File: config.mk
export PLATFORM = sky130hd
export DESIGN_NAME = error_pattern_gen_128
export DESIGN_NICKNAME = d
export VERILOG_FILES = /design/src/rtl/ldpc_bf_pkg.sv /design/src/rtl/error_pattern_gen_128_lfsr16.sv /design/src/rtl/error_pattern_gen_128.sv
export SDC_FILE = /design/constraint.sdc
export NUM_CORES = 1
export LEC_CHECK = 0
export CAP_MARGIN = 20
export CORE_MARGIN = 4
export CORE_UTILIZATION = 54
export DETAILED_ROUTE_END_ITERATION = 10
export PLACE_DENSITY = 0.87
export SETUP_SLACK_MARGIN = 0.05
export SYNTH_ARGS = -nofsm -noshare
export SYNTH_HDL_FRONTEND = slang
export SYNTH_SLANG_ARGS = --single-unit
File: constraint.sdc
create_clock -name clk -period 6.5 [get_ports clk]
set_clock_uncertainty 0.1 [all_clocks]
set_input_delay 0.65 -clock clk [delete_from_list [all_inputs] [get_ports clk]]
set_output_delay 0.65 -clock clk [all_outputs]
set_load 0.005 [all_outputs]
File: src/rtl/ldpc_bf_pkg.sv
// Shared constants and types for the LDPC bit-flipping decoder datapath,
// including the error-pattern generator and its LFSR.
package ldpc_bf_pkg;

  localparam int CW_LEN = 128;
  localparam int IDX_W  = 7;
  localparam int WGT_W  = 8;

  localparam logic [WGT_W-1:0] MAX_WGT = WGT_W'(CW_LEN);

  // Feedback taps for x^16 + x^14 + x^13 + x^11 + 1 (state bits 15, 13, 12, 10).
  localparam logic [15:0] LFSR_TAPS    = 16'hB400;
  localparam logic [15:0] DEFAULT_SEED = 16'hACE1;

  typedef enum logic [1:0] {
    IDLE,
    GEN,
    DONE
  } gen_state_e;

  function automatic logic [15:0] lfsr_next(input logic [15:0] q);
    return {q[14:0], ^(q & LFSR_TAPS)};
  endfunction

endpackage

File: src/rtl/error_pattern_gen_128_lfsr16.sv
// 16-bit Fibonacci LFSR with synchronous seed load; a zero seed is replaced
// by DEFAULT_SEED so the register can never lock up in the all-zero state.
module lfsr16
  import ldpc_bf_pkg::*;
#(
  parameter logic [15:0] SEED = DEFAULT_SEED
) (
  input  logic        clk,
  input  logic        rst,
  input  logic        en,
  input  logic        load,
  input  logic [15:0] seed,
  output logic [15:0] q
);

  logic [15:0] load_val;

  assign load_val = (seed == 16'h0000) ? DEFAULT_SEED : seed;

  // NOTE: state registers use non-blocking assignments so every flop samples
  // pre-edge values, independent of process evaluation order.
  always_ff @(posedge clk or posedge rst) begin
    if (rst) begin
      q <= SEED;
    end else if (load) begin
      q <= load_val;
    end else if (en) begin
      q <= lfsr_next(q);
    end
  end

endmodule

File: src/rtl/error_pattern_gen_128.sv
// Generates a 128-bit error vector with an exact Hamming weight, one candidate
// bit per cycle. Optional codeword XOR output is enabled by ERR_INJECT_XOR_EN.
module error_pattern_gen_128
  import ldpc_bf_pkg::*;
#(
  parameter logic [15:0] SEED = DEFAULT_SEED
) (
  input  logic              clk,
  input  logic              rst,
  input  logic              start,
  input  logic [WGT_W-1:0]  weight,
  input  logic              seed_load,
  input  logic [15:0]       seed,
`ifdef ERR_INJECT_XOR_EN
  input  logic [CW_LEN-1:0] codeword_in,
`endif
  output logic              busy,
  output logic              done,
  output logic [CW_LEN-1:0] pattern,
  output logic [WGT_W-1:0]  count
`ifdef ERR_INJECT_XOR_EN
  ,
  output logic [CW_LEN-1:0] corrupted
`endif
);

  gen_state_e        state_q, state_d;
  logic [WGT_W-1:0]  tgt_q, tgt_d;
  logic [CW_LEN-1:0] pattern_q, pattern_d;
  logic [WGT_W-1:0]  count_q, count_d;
  logic              probe_q, probe_d;
  logic [IDX_W-1:0]  prev_idx_q, prev_idx_d;

  logic [15:0]       lfsr_q;
  logic [15:0]       lfsr_nxt;
  logic              lfsr_en;
  logic              lfsr_load;
  logic [IDX_W-1:0]  cand_idx;
  logic [WGT_W-1:0]  weight_sat;
  logic [WGT_W-1:0]  count_inc;

  lfsr16 #(
    .SEED (SEED)
  ) u_lfsr (
    .clk  (clk),
    .rst  (rst),
    .en   (lfsr_en),
    .load (lfsr_load),
    .seed (seed),
    .q    (lfsr_q)
  );

  assign lfsr_nxt   = lfsr_next(lfsr_q);
  assign weight_sat = (weight > MAX_WGT) ? MAX_WGT : weight;
  assign count_inc  = count_q + WGT_W'(1);

  // While probing, the LFSR is frozen and we walk linearly from the last hit.
  assign cand_idx = probe_q ? (prev_idx_q + IDX_W'(1)) : lfsr_nxt[IDX_W-1:0];

  // NOTE: every signal driven here gets a default first, so no path can leave
  // it unassigned and infer a latch.
  always_comb begin
    state_d    = state_q;
    tgt_d      = tgt_q;
    pattern_d  = pattern_q;
    count_d    = count_q;
    probe_d    = probe_q;
    prev_idx_d = prev_idx_q;
    lfsr_en    = 1'b0;
    lfsr_load  = 1'b0;

    case (state_q)
      IDLE: begin
        if (start) begin
          tgt_d     = weight_sat;
          pattern_d = '0;
          count_d   = '0;
          probe_d   = 1'b0;
          if (weight_sat == '0) begin
            state_d = DONE;
          end else if (weight_sat == MAX_WGT) begin
            pattern_d = '1;
            count_d   = MAX_WGT;
            state_d   = DONE;
          end else begin
            state_d = GEN;
          end
        end else if (seed_load) begin
          lfsr_load = 1'b1;
        end
      end

      GEN: begin
        lfsr_en = ~probe_q;
        if (!pattern_q[cand_idx]) begin
          pattern_d[cand_idx] = 1'b1;
          count_d             = count_inc;
          probe_d             = 1'b0;
          if (count_inc == tgt_q) begin
            state_d = DONE;
          end
        end else begin
          probe_d    = 1'b1;
          prev_idx_d = cand_idx;
        end
      end

      DONE: begin
        state_d = IDLE;
      end

      default: begin
        state_d = IDLE;
      end
    endcase
  end

  always_ff @(posedge clk or posedge rst) begin
    if (rst) begin
      state_q    <= IDLE;
      tgt_q      <= '0;
      pattern_q  <= '0;
      count_q    <= '0;
      probe_q    <= 1'b0;
      prev_idx_q <= '0;
    end else begin
      state_q    <= state_d;
      tgt_q      <= tgt_d;
      pattern_q  <= pattern_d;
      count_q    <= count_d;
      probe_q    <= probe_d;
      prev_idx_q <= prev_idx_d;
    end
  end

  assign busy    = (state_q == GEN);
  assign done    = (state_q == DONE);
  assign pattern = pattern_q;
  assign count   = count_q;

`ifdef ERR_INJECT_XOR_EN
  logic [CW_LEN-1:0] cw_q, cw_d;
  logic [CW_LEN-1:0] corrupted_q;

  always_comb begin
    cw_d = cw_q;
    if (state_q == IDLE && start) begin
      cw_d = codeword_in;
    end
  end

  // Built from next-state values so corrupted tracks pattern cycle for cycle.
  always_ff @(posedge clk or posedge rst) begin
    if (rst) begin
      cw_q        <= '0;
      corrupted_q <= '0;
    end else begin
      cw_q        <= cw_d;
      corrupted_q <= cw_d ^ pattern_d;
    end
  end

  assign corrupted = corrupted_q;
`endif

endmodule

* Yosys cells after proc, flatten, opt, wreduce, memory -nomap -nowiden
Cells that the tools add are included. W data, S select, Z words.
Operators by class: add/subtract/negate cells 2, multiply operators 0, divide/modulo/power cells 0, magnitude comparators 3, eq/ne operators 7, shift-type cells 0, multiplexer cells 32, bitwise gates (word level) 2, reduce and logical (&&, ||, !) cells 12
Operators by type and width (count):
- $mux W128 | 4
- $pmux W128 S2 | 1
- $or A128 B128 Y128 | 1
- $mux W16 | 3
- $mux W8 | 5
- $logic_not A16 Y1 | 1
- $pmux W8 S2 | 1
- $reduce_xor A16 Y1 | 1
- $mux W2 | 5
- $add A8 B1 Y8 const B | 1
- $eq A8 B8 Y1 | 1
- $eq A8 B8 Y1 const B | 1
- $gt A8 B8 Y1 const B | 1
- $logic_not A8 Y1 | 1
- $lt A7 B8 Y1 const B | 1
- $mux W1 | 8
- $add A7 B1 Y7 const B | 1
- $bmux W1 S7 | 1
- $demux W1 S7 | 1
- $ge A7 B1 Y1 const B | 1
- $mux W7 | 1
- $reduce_and A2 Y1 | 3
- $reduce_and A3 Y1 | 2
- $ne A2 B2 Y1 const B | 2
- other kinds (9) | 10
Storage, ports and cells: register bits 170, bits in latches 0, RAM bits 0, memory bits (read-only) 0, memories 0

* Logic depth before layout (Yosys ltp)
Gate-level depths: netlist (run 1).
depth in word-level cells 9, mapped depth 14, depth with buffers taken out 10

* By module
From an unflattened synthesis (run 1), not the netlist that was laid out.
Second synthesis, totals: cells, all modules 1059, area, all modules 9396.5 um^2
Modules (own cells, without submodules):
- error_pattern_gen_128 | times used 1, cells each 987, area an instance 8546.9 um^2
- lfsr16 | times used 1, cells each 72, area an instance 849.6 um^2

* Worst setup path after synthesis (run 1)
OpenSTA, ideal clock, no wires.
path type register to register, start register prev_idx_q[1], end register prev_idx_q[0], setup time 125 ps, arrival 3106 ps, required time 6275 ps, slack 3169 ps, stages on the path, launching flop included 13, period minus slack after synthesis 3331 ps, cells stage by stage dfrtp_1 -> ha_1 -> buf_2 -> nand2b_1 -> o22a_1 -> clkbuf_1 -> o22ai_1 -> or3_1 -> a32oi_1 -> o31ai_1 -> nand4b_4 -> nor3_4 -> mux2_2
Between the ends: cells in the longest elaborated chain, start to end 5
RTL lines:
- start: declaration | RTL line error_pattern_gen_128.sv:32 | logic [IDX_W-1:0] prev_idx_q, prev_idx_d;
- start signal: assignment | RTL line error_pattern_gen_128.sv:132 | prev_idx_q <= prev_idx_d;
- $add A7 B1 Y7 | RTL line error_pattern_gen_128.sv:58 | assign cand_idx = probe_q ? (prev_idx_q + IDX_W'(1)) : lfsr_nxt[IDX_W-1:0];
- $mux W7 | RTL line error_pattern_gen_128.sv:58
- $bmux W1 S7 | RTL line error_pattern_gen_128.sv:95 | if (!pattern_q[cand_idx]) begin
- $mux W1 (implied by the code) | RTL line error_pattern_gen_128.sv:95
- $reduce_and A2 Y1 (no source line)
Every way passes these cells. The select of a mux whose other input is x is not followed. A chain may end at the register's enable or synchronous reset.

* Worst setup path after layout (run 1)
start register prev_idx_q[0], end register pattern_q[1], in the netlist pattern[1]
Between the ends: cells in the longest elaborated chain, start to end 9
RTL lines:
- $add A7 B1 Y7 * | RTL line error_pattern_gen_128.sv:58
- $mux W7 * | RTL line error_pattern_gen_128.sv:58
- $lt A7 B8 Y1 (implied by the code) / $ge A7 B1 Y1 (equally long branches) | RTL line error_pattern_gen_128.sv:96 | pattern_d[cand_idx] = 1'b1;
- $logic_and A1 B1 Y1 (implied by the code) | RTL line error_pattern_gen_128.sv:96
- $mux W1 (implied by the code) | RTL line error_pattern_gen_128.sv:96
- $demux W1 S7 | RTL line error_pattern_gen_128.sv:96
- $or A128 B128 Y128 (no source line)
- $mux W128 | RTL line error_pattern_gen_128.sv:95
- $pmux W128 S2 | RTL line error_pattern_gen_128.sv:72 | case (state_q)
- end signal: assignment | RTL line error_pattern_gen_128.sv:129 | pattern_q <= pattern_d;
- end: declaration | RTL line error_pattern_gen_128.sv:29 | logic [CW_LEN-1:0] pattern_q, pattern_d;
Every way passes the cells marked *; elsewhere a longest branch is shown, timed or not. The select of a mux whose other input is x is not followed.

==> results of run 1 <==
==> layer usage <==
layer / wire, um / global-route usage / vias to the layer above
li1: - / - / 4290
met1: 13200 / 0.458 / 4731
met2: 15400 / 0.499 / 854
met3: 4350 / 0.0841 / 164
met4: 1810 / 0.162 / 0
met5: 0 / 0 / -
==> per-stage QoR <==
| stage | std cells | instance area (sq um) | util | hold WS, ps | worst slack (ps) |
|---|---|---|---|---|---|
| global route | 1433 | 12100 | 0.676 | 427 | 1590 |
| floorplan | 1099 | 9880 | - | 365 | 1160 |
| CTS | 1430 | 12100 | 0.673 | 391 | 2020 |
| finish | 1433 | 12100 | 0.676 | 390 | 1800 |
| global placement | 1398 | 11500 | 0.641 | 377 | 2190 |
| detailed placement | 1398 | 11500 | 0.641 | 382 | 2030 |
==> registers in the layout (all words and copies together), names as in the netlist <==
| register | flops |
|---|---|
| u_lfsr.q | 16 |
| state_q | 2 |
| probe_q | 1 |
| tgt_q | 8 |
| count | 8 |
| prev_idx_q | 7 |
| pattern | 128 |
==> area by class of cell <==
class,instances,area [sq um],share of cell area
sequential,170,4260,0.351
timing repair buffer,188,1860,0.153
multi-input combinational,807,5140,0.423
inverter,7,31.3,0.00258
tap,229,287,0.0236
clock buffer,20,447,0.0368
clock inverter,12,115,0.00948
==> layout by cell type (no fill, tap or decap), drive strengths merged, types with 23 or more instances in the layout <==
master         count
a21oi             56
a31oi            101
buf               23
clkdlybuf4s50    165
dfrtp            162
nand2            179
nor2              56
o21ai             35
o22ai             24
o31ai            123
==> cell families after synthesis <==
kind of cell,after synthesis,share of synthesized area
buffers and inverters,122,0.0532
and+or+nand+nor,333,0.152
adders and majority gates,2,0.00253
DFF,170,0.431
xor gates and xnor gates,20,0.0208
AOI/OAI and AO/OA,404,0.279
muxes,48,0.0614
==> worst max-delay path by stage <==
stage	end	cells after the start	from	slack [ps]
2_1_floorplan	count[0]	1	rst	1160
3_3_place_gp	pattern[28]	11	prev_idx_q[0]	2190
3_5_place_dp	pattern[19]	10	prev_idx_q[2]	2030
4_1_cts	pattern[100]	11	prev_idx_q[0]	2020
5_1_grt	pattern[1]	11	prev_idx_q[0]	1590
6_report	pattern[1]	11	prev_idx_q[0]	1800
==> critical path: cells and delay by family, from the launching register on <==
kind	cells	cell delay, ps
AO/OA/AOI/OAI	5	1890
AND/OR/NAND/NOR	3	1150
flip-flops	1	510
buffers and inverters	1	370
adder cells (fa/ha/maj)	1	350
XOR/XNOR	1	180
==> results by group, run 1 <==
Min path
  – Hold Crit Start: u_lfsr.q[11]
  – Min-Delay Path Depth: 2
  – Worst Hold Class: reg2reg
  – Endpoint of the worst hold path: u_lfsr.q[11]

Synth
  – Most common cell in the netlist: nand2_1
  – Cells after Synth: 1,099
  – Syn Nets: 1,129
  – EDFF count, synth: 0
  – Cell variety after synth: 72
  – FFs w/ async S/R, synth: 1.00
  – Synth Flop Type: dfrtp_1
  – Post-Syn Area per Cell: 8.99 sq um
  – Yosys Warn Count: 0
  – Top cell type's share of synthesized area: 0.410
  – Yosys reg bits: 170
  – Largest area contributor in the netlist: dfrtp_1
  – Sequential area share after synthesis: 0.431
  – Mapped Area: 9880 sq um
  – Synth top cells by count: nand2_1 (179), dfrtp_1 (162), o31ai_1 (122)
  – Synth area leaders: dfrtp_1 (41%), o31ai_1 (9.3%), nand2_1 (6.8%)

Clocking
  – Post-CTS Setup Bufs: 0
  – CTS Buf Count: 17
  – CTS sink cnt: 170
  – Clk_lat worst skew: 440 ps
  – Clock transition at path regs: 70 ps
  – Clk root buf: clkbuf_16
  – Cts repair resizes: 0
  – CTS tree: done
  – Hold_buf cts: 0
  – Max Buffers Root-to-Sink: 2
  – # H-tree levels: 4

Timing
  – Slew HR: 0.229
  – Slew @ Worst Pin: 1150 ps
  – Tcrit/Tclk final: 0.723
  – TNS Setup: 0 ps
  – RSZ-0062 raised after global routing: false
  – Final Max Tran Viols: 0
  – Endpoints failing setup: 0
  – Tmin final: 4700 ps
  – FMAX: 213 MHz
  – Endpoints failing hold: 0

Layout
  – Ant diodes: 0
  – Nets@finish: 1,221
  – Share of cells above drive strength 1: 0.0997
  – Area grow syn2layout: 22.8%
  – Filler cells: 1,396

Critical path
  – CP startpoint kind: register
  – Worst R2R Path Depth: 11
  – Slowest stage delay, CP: 950 ps
  – Reg2Reg Launch Point: prev_idx_q[0]
  – Crit Path Class: reg2reg
  – Critical R2R Capture: pattern[1]
  – R2R setup slack: 1800 ps
  – Crit Path Max Fanout: 74
  – Crit path arrival time: 4910 ps
  – Ordered cell list for the critical path: ha_1 > nand3_1 > xor2_1 > a21oi_1 > and2_1 > a22o_1 > a2111oi_4 > o21ai_4 > nor3_4 > buf_4 > o31ai_1
  – CP Capture Type: register
  – CP max-delay cell: and2_1
  – CP Data Required Time: 6710 ps

Placed design
  – Gpl congestion: 1.03
  – Port bufs: 165
  – HPWL after DPL: 22,100 um

Global routing
  – Total track usage: 0.334
  – Overflow after GRT: 0
  – Largest net degree at the start of global routing: 111
  – Vias in the first global route: 9,588
  – Initial antenna violation count: 0
  – Global-route wire length before repair: 54,100 um

Job
  – Max cap viols: 0

Route
  – Initial DRC Count: 1,409
  – DR vias/cell: 7.01
  – WL/cell: 24.2 um
  – DRC: 0
  – DRT Pass-1 Iters: 6
  – Final wirelength: 34,700 um
  – Post-DRT Antenna Nets: 0
  – Vias post-DR: 10,000

Die
  – Die Y: 143 um
  – Die footprint: 20,500 sq um
  – Total core area: 18,000 sq um
  – # rows: 49
  – IO Pins: 166
  – Die width: 143 um
  – Starting density of the core: 0.550

Status
  – Outcome: completed
Power of run 1 is left out: the tool's default activity adds up to more than one toggle a clock period on the data nets, which glitch-free logic cannot reach.
==> run 2, diff against run 1 <==
==> constraint.sdc (replaced) <==
create_clock -name clk -period 4.9 [get_ports clk]
set_clock_uncertainty 0.1 [all_clocks]
set_input_delay 0.49 -clock clk [delete_from_list [all_inputs] [get_ports clk]]
set_output_delay 0.49 -clock clk [all_outputs]
set_load 0.005 [all_outputs]
==> run 2 against run 1 <==
Against the previous run: cell count up 0.42%; first-iteration DRC count up 16%; non-clock buffer count up 6; critical endpoint is now pattern[53]; count of clock-buffer cells in the layout down 1; worst hold slack better by 8.8 ps; routed wire length down 0.76%; register-to-register slack worse by 1500 ps; design area up 0.37%.
==> results by group, run 2 (same netlist as run 1, synthesis figures left out) <==
Critical path
  – CP max-delay cell: dfrtp_1 (was and2_1)
  – R2R setup slack: 340 ps (was 1800 ps)
  – Crit Path Max Fanout: 40 (was 74)
  – Crit path arrival time: 4750 ps (was 4910 ps)
  – Crit Path Class: reg2reg (unchanged)
  – CP Data Required Time: 5090 ps (was 6710 ps)
  – Ordered cell list for the critical path: inv_1 > a32oi_1 > buf_4 > o22ai_1 > or3_1 > a32oi_1 > o31ai_1 > nand4b_4 > nor3_4 > buf_4 > o31ai_1 (was ha_1 > nand3_1 > xor2_1 > a21oi_1 > and2_1 > a22o_1 > a2111oi_4 > o21ai_4 > nor3_4 > buf_4 > o31ai_1)
  – Critical Path Source: probe_q (was prev_idx_q[0])
  – Worst R2R Path Depth: 11 (unchanged)
  – CP startpoint kind: register (unchanged)
  – Critical R2R Capture: pattern[53] (was pattern[1])
  – Reg2Reg Launch Point: probe_q (was prev_idx_q[0])
  – CP Capture Type: register (unchanged)
  – Slowest stage delay, CP: 1040 ps (was 950 ps)
  – Termination of the worst setup path: pattern[53] (was pattern[1])

Route
  – DR vias/cell: 7.02 (was 7.01)
  – DRC: 0 (unchanged)
  – WL/cell: 23.9 um (was 24.2 um)
  – Post-DRT Antenna Nets: 0 (unchanged)
  – Final wirelength: 34,400 um (was 34,700 um)
  – Vias post-DR: 10,100 (was 10,000)
  – DRT Pass-1 Iters: 8 (was 6)
  – Initial DRC Count: 1,637 (was 1,409)

Timing
  – Slew HR: 0.195 (was 0.229)
  – Final Max Tran Viols: 0 (unchanged)
  – RSZ-0062 raised after global routing: false (unchanged)
  – TNS Setup: 0 ps (unchanged)
  – Slew @ Worst Pin: 1210 ps (was 1150 ps)
  – Tcrit/Tclk final: 0.930 (was 0.723)
  – FMAX: 219 MHz (was 213 MHz)
  – Endpoints failing setup: 0 (unchanged)
  – Endpoints failing hold: 0 (unchanged)
  – Tmin final: 4560 ps (was 4700 ps)

Global routing
  – Global-route wire length before repair: 53,900 um (was 54,100 um)
  – Initial antenna violation count: 0 (unchanged)
  – Overflow after GRT: 0 (unchanged)
  – Largest net degree at the start of global routing: 171 (was 111)
  – Vias in the first global route: 9,575 (was 9,588)
  – Total track usage: 0.333 (was 0.334)

Layout
  – Multi-input logic area: 5130 sq um (was 5140 sq um)
  – Share of cells above drive strength 1: 0.103 (was 0.0997)
  – Most frequent cells in the layout: nand2_1 (179), clkdlybuf4s50_1 (165), dfrtp_1 (162), o31ai_1 (122), a31oi_1 (101) (unchanged)
  – Number of flip-flops in the largest register: 128 (unchanged)
  – Filler cells: 1,363 (was 1,396)
  – Most common cell after layout, fill and taps aside: nand2_1 (unchanged)
  – Register Area: 4260 sq um (unchanged)
  – Ant diodes: 0 (unchanged)
  – Area grow syn2layout: 23.3% (was 22.8%)
  – Nets@finish: 1,227 (was 1,221)

Die
  – IO Pins: 166 (unchanged)
  – Die width: 143 um (unchanged)
  – Die footprint: 20,500 sq um (unchanged)
  – Die Y: 143 um (unchanged)
  – Starting density of the core: 0.550 (unchanged)
  – Total core area: 18,000 sq um (unchanged)
  – # rows: 49 (unchanged)

Placed design
  – Port bufs: 165 (unchanged)
  – HPWL after DPL: 22,200 um (was 22,100 um)
  – Gpl congestion: 1.08 (was 1.03)

Clocking
  – Cts repair resizes: 0 (unchanged)
  – CTS tree: done (unchanged)
  – Clk_lat worst skew: 440 ps (about the same)
  – Hold_buf cts: 0 (unchanged)
  – Clk root buf: clkbuf_16 (unchanged)
  – CTS Buf Count: 17 (unchanged)
  – # H-tree levels: 4 (unchanged)
  – Max Buffers Root-to-Sink: 2 (unchanged)
  – CTS sink cnt: 170 (unchanged)
  – Clock transition at path regs: 60 ps (was 70 ps)
  – Post-CTS Setup Bufs: 0 (unchanged)

Job
  – Max cap viols: 0 (unchanged)

Min path
  – Worst Hold Class: reg2reg (unchanged)

Status
  – Outcome: completed (unchanged)
==> run 2: changes by cell type in the layout (fill, tap and decap cells not counted), moves of 2 or more <==
cell      delta
inv_6        -2
buf_4        +6
clkinv_2     +2
clkinv_4     +2
nor2_2       -2
buf_12       +3
nor2_1       +2
==> run 2: how the worst min path moves through the flow <==
stage,startpoint,to,slack (ps),depth (start not counted)
6_report,u_lfsr.q[11],u_lfsr.q[11],400,2
3_5_place_dp,u_lfsr.q[11],u_lfsr.q[11],390,2
3_3_place_gp,u_lfsr.q[11],u_lfsr.q[11],370,2
5_1_grt,u_lfsr.q[10],u_lfsr.q[10],420,2
2_1_floorplan,u_lfsr.q[6],u_lfsr.q[7],370,2
4_1_cts,u_lfsr.q[11],u_lfsr.q[11],400,2
==> run 2: layout make-up <==
| type | count | area share |
|---|---|---|
| Multi-Input combinational cell | 807 | 0.421 |
| Sequential cell | 170 | 0.350 |
| Timing Repair Buffer | 194 | 0.157 |
| Clock buffer | 19 | 0.0364 |
| Tap cell | 229 | 0.0235 |
| Clock inverter | 13 | 0.00976 |
| Inverter | 7 | 0.00247 |
==> run 2: metal layers <==
| layer | track usage | wire (um) | vias to the layer above |
|---|---|---|---|
| met4 | 0.169 | 1800 | 0 |
| met5 | 0 | 0 | - |
| met2 | 0.489 | 15400 | 844 |
| met1 | 0.462 | 13000 | 4784 |
| li1 | - | - | 4302 |
| met3 | 0.0800 | 4230 | 176 |
==> run 2: critical path: cells and delay by family (launching register included) <==
kind / cells / cell delay (ps)
simple gates: 3 / 910
flops: 1 / 1040
buf+inv: 3 / 1260
compound gates: 5 / 1060
==> run 2: metrics by stage <==
stage | std cells | setup WS [ps] | hold WS [ps] | utilization | instance area (sq um)
final | 1439 | 342 | 399 | 0.678 | 12200
after global routing | 1439 | 239 | 424 | 0.678 | 12200
after CTS | 1439 | 542 | 404 | 0.678 | 12200
after detailed placement | 1407 | 579 | 387 | 0.647 | 11600
after global placement | 1407 | 670 | 374 | 0.647 | 11600
after floorplan | 1099 | 1570 | 365 | - | 9890
Power of run 2 is left out for the same reason.
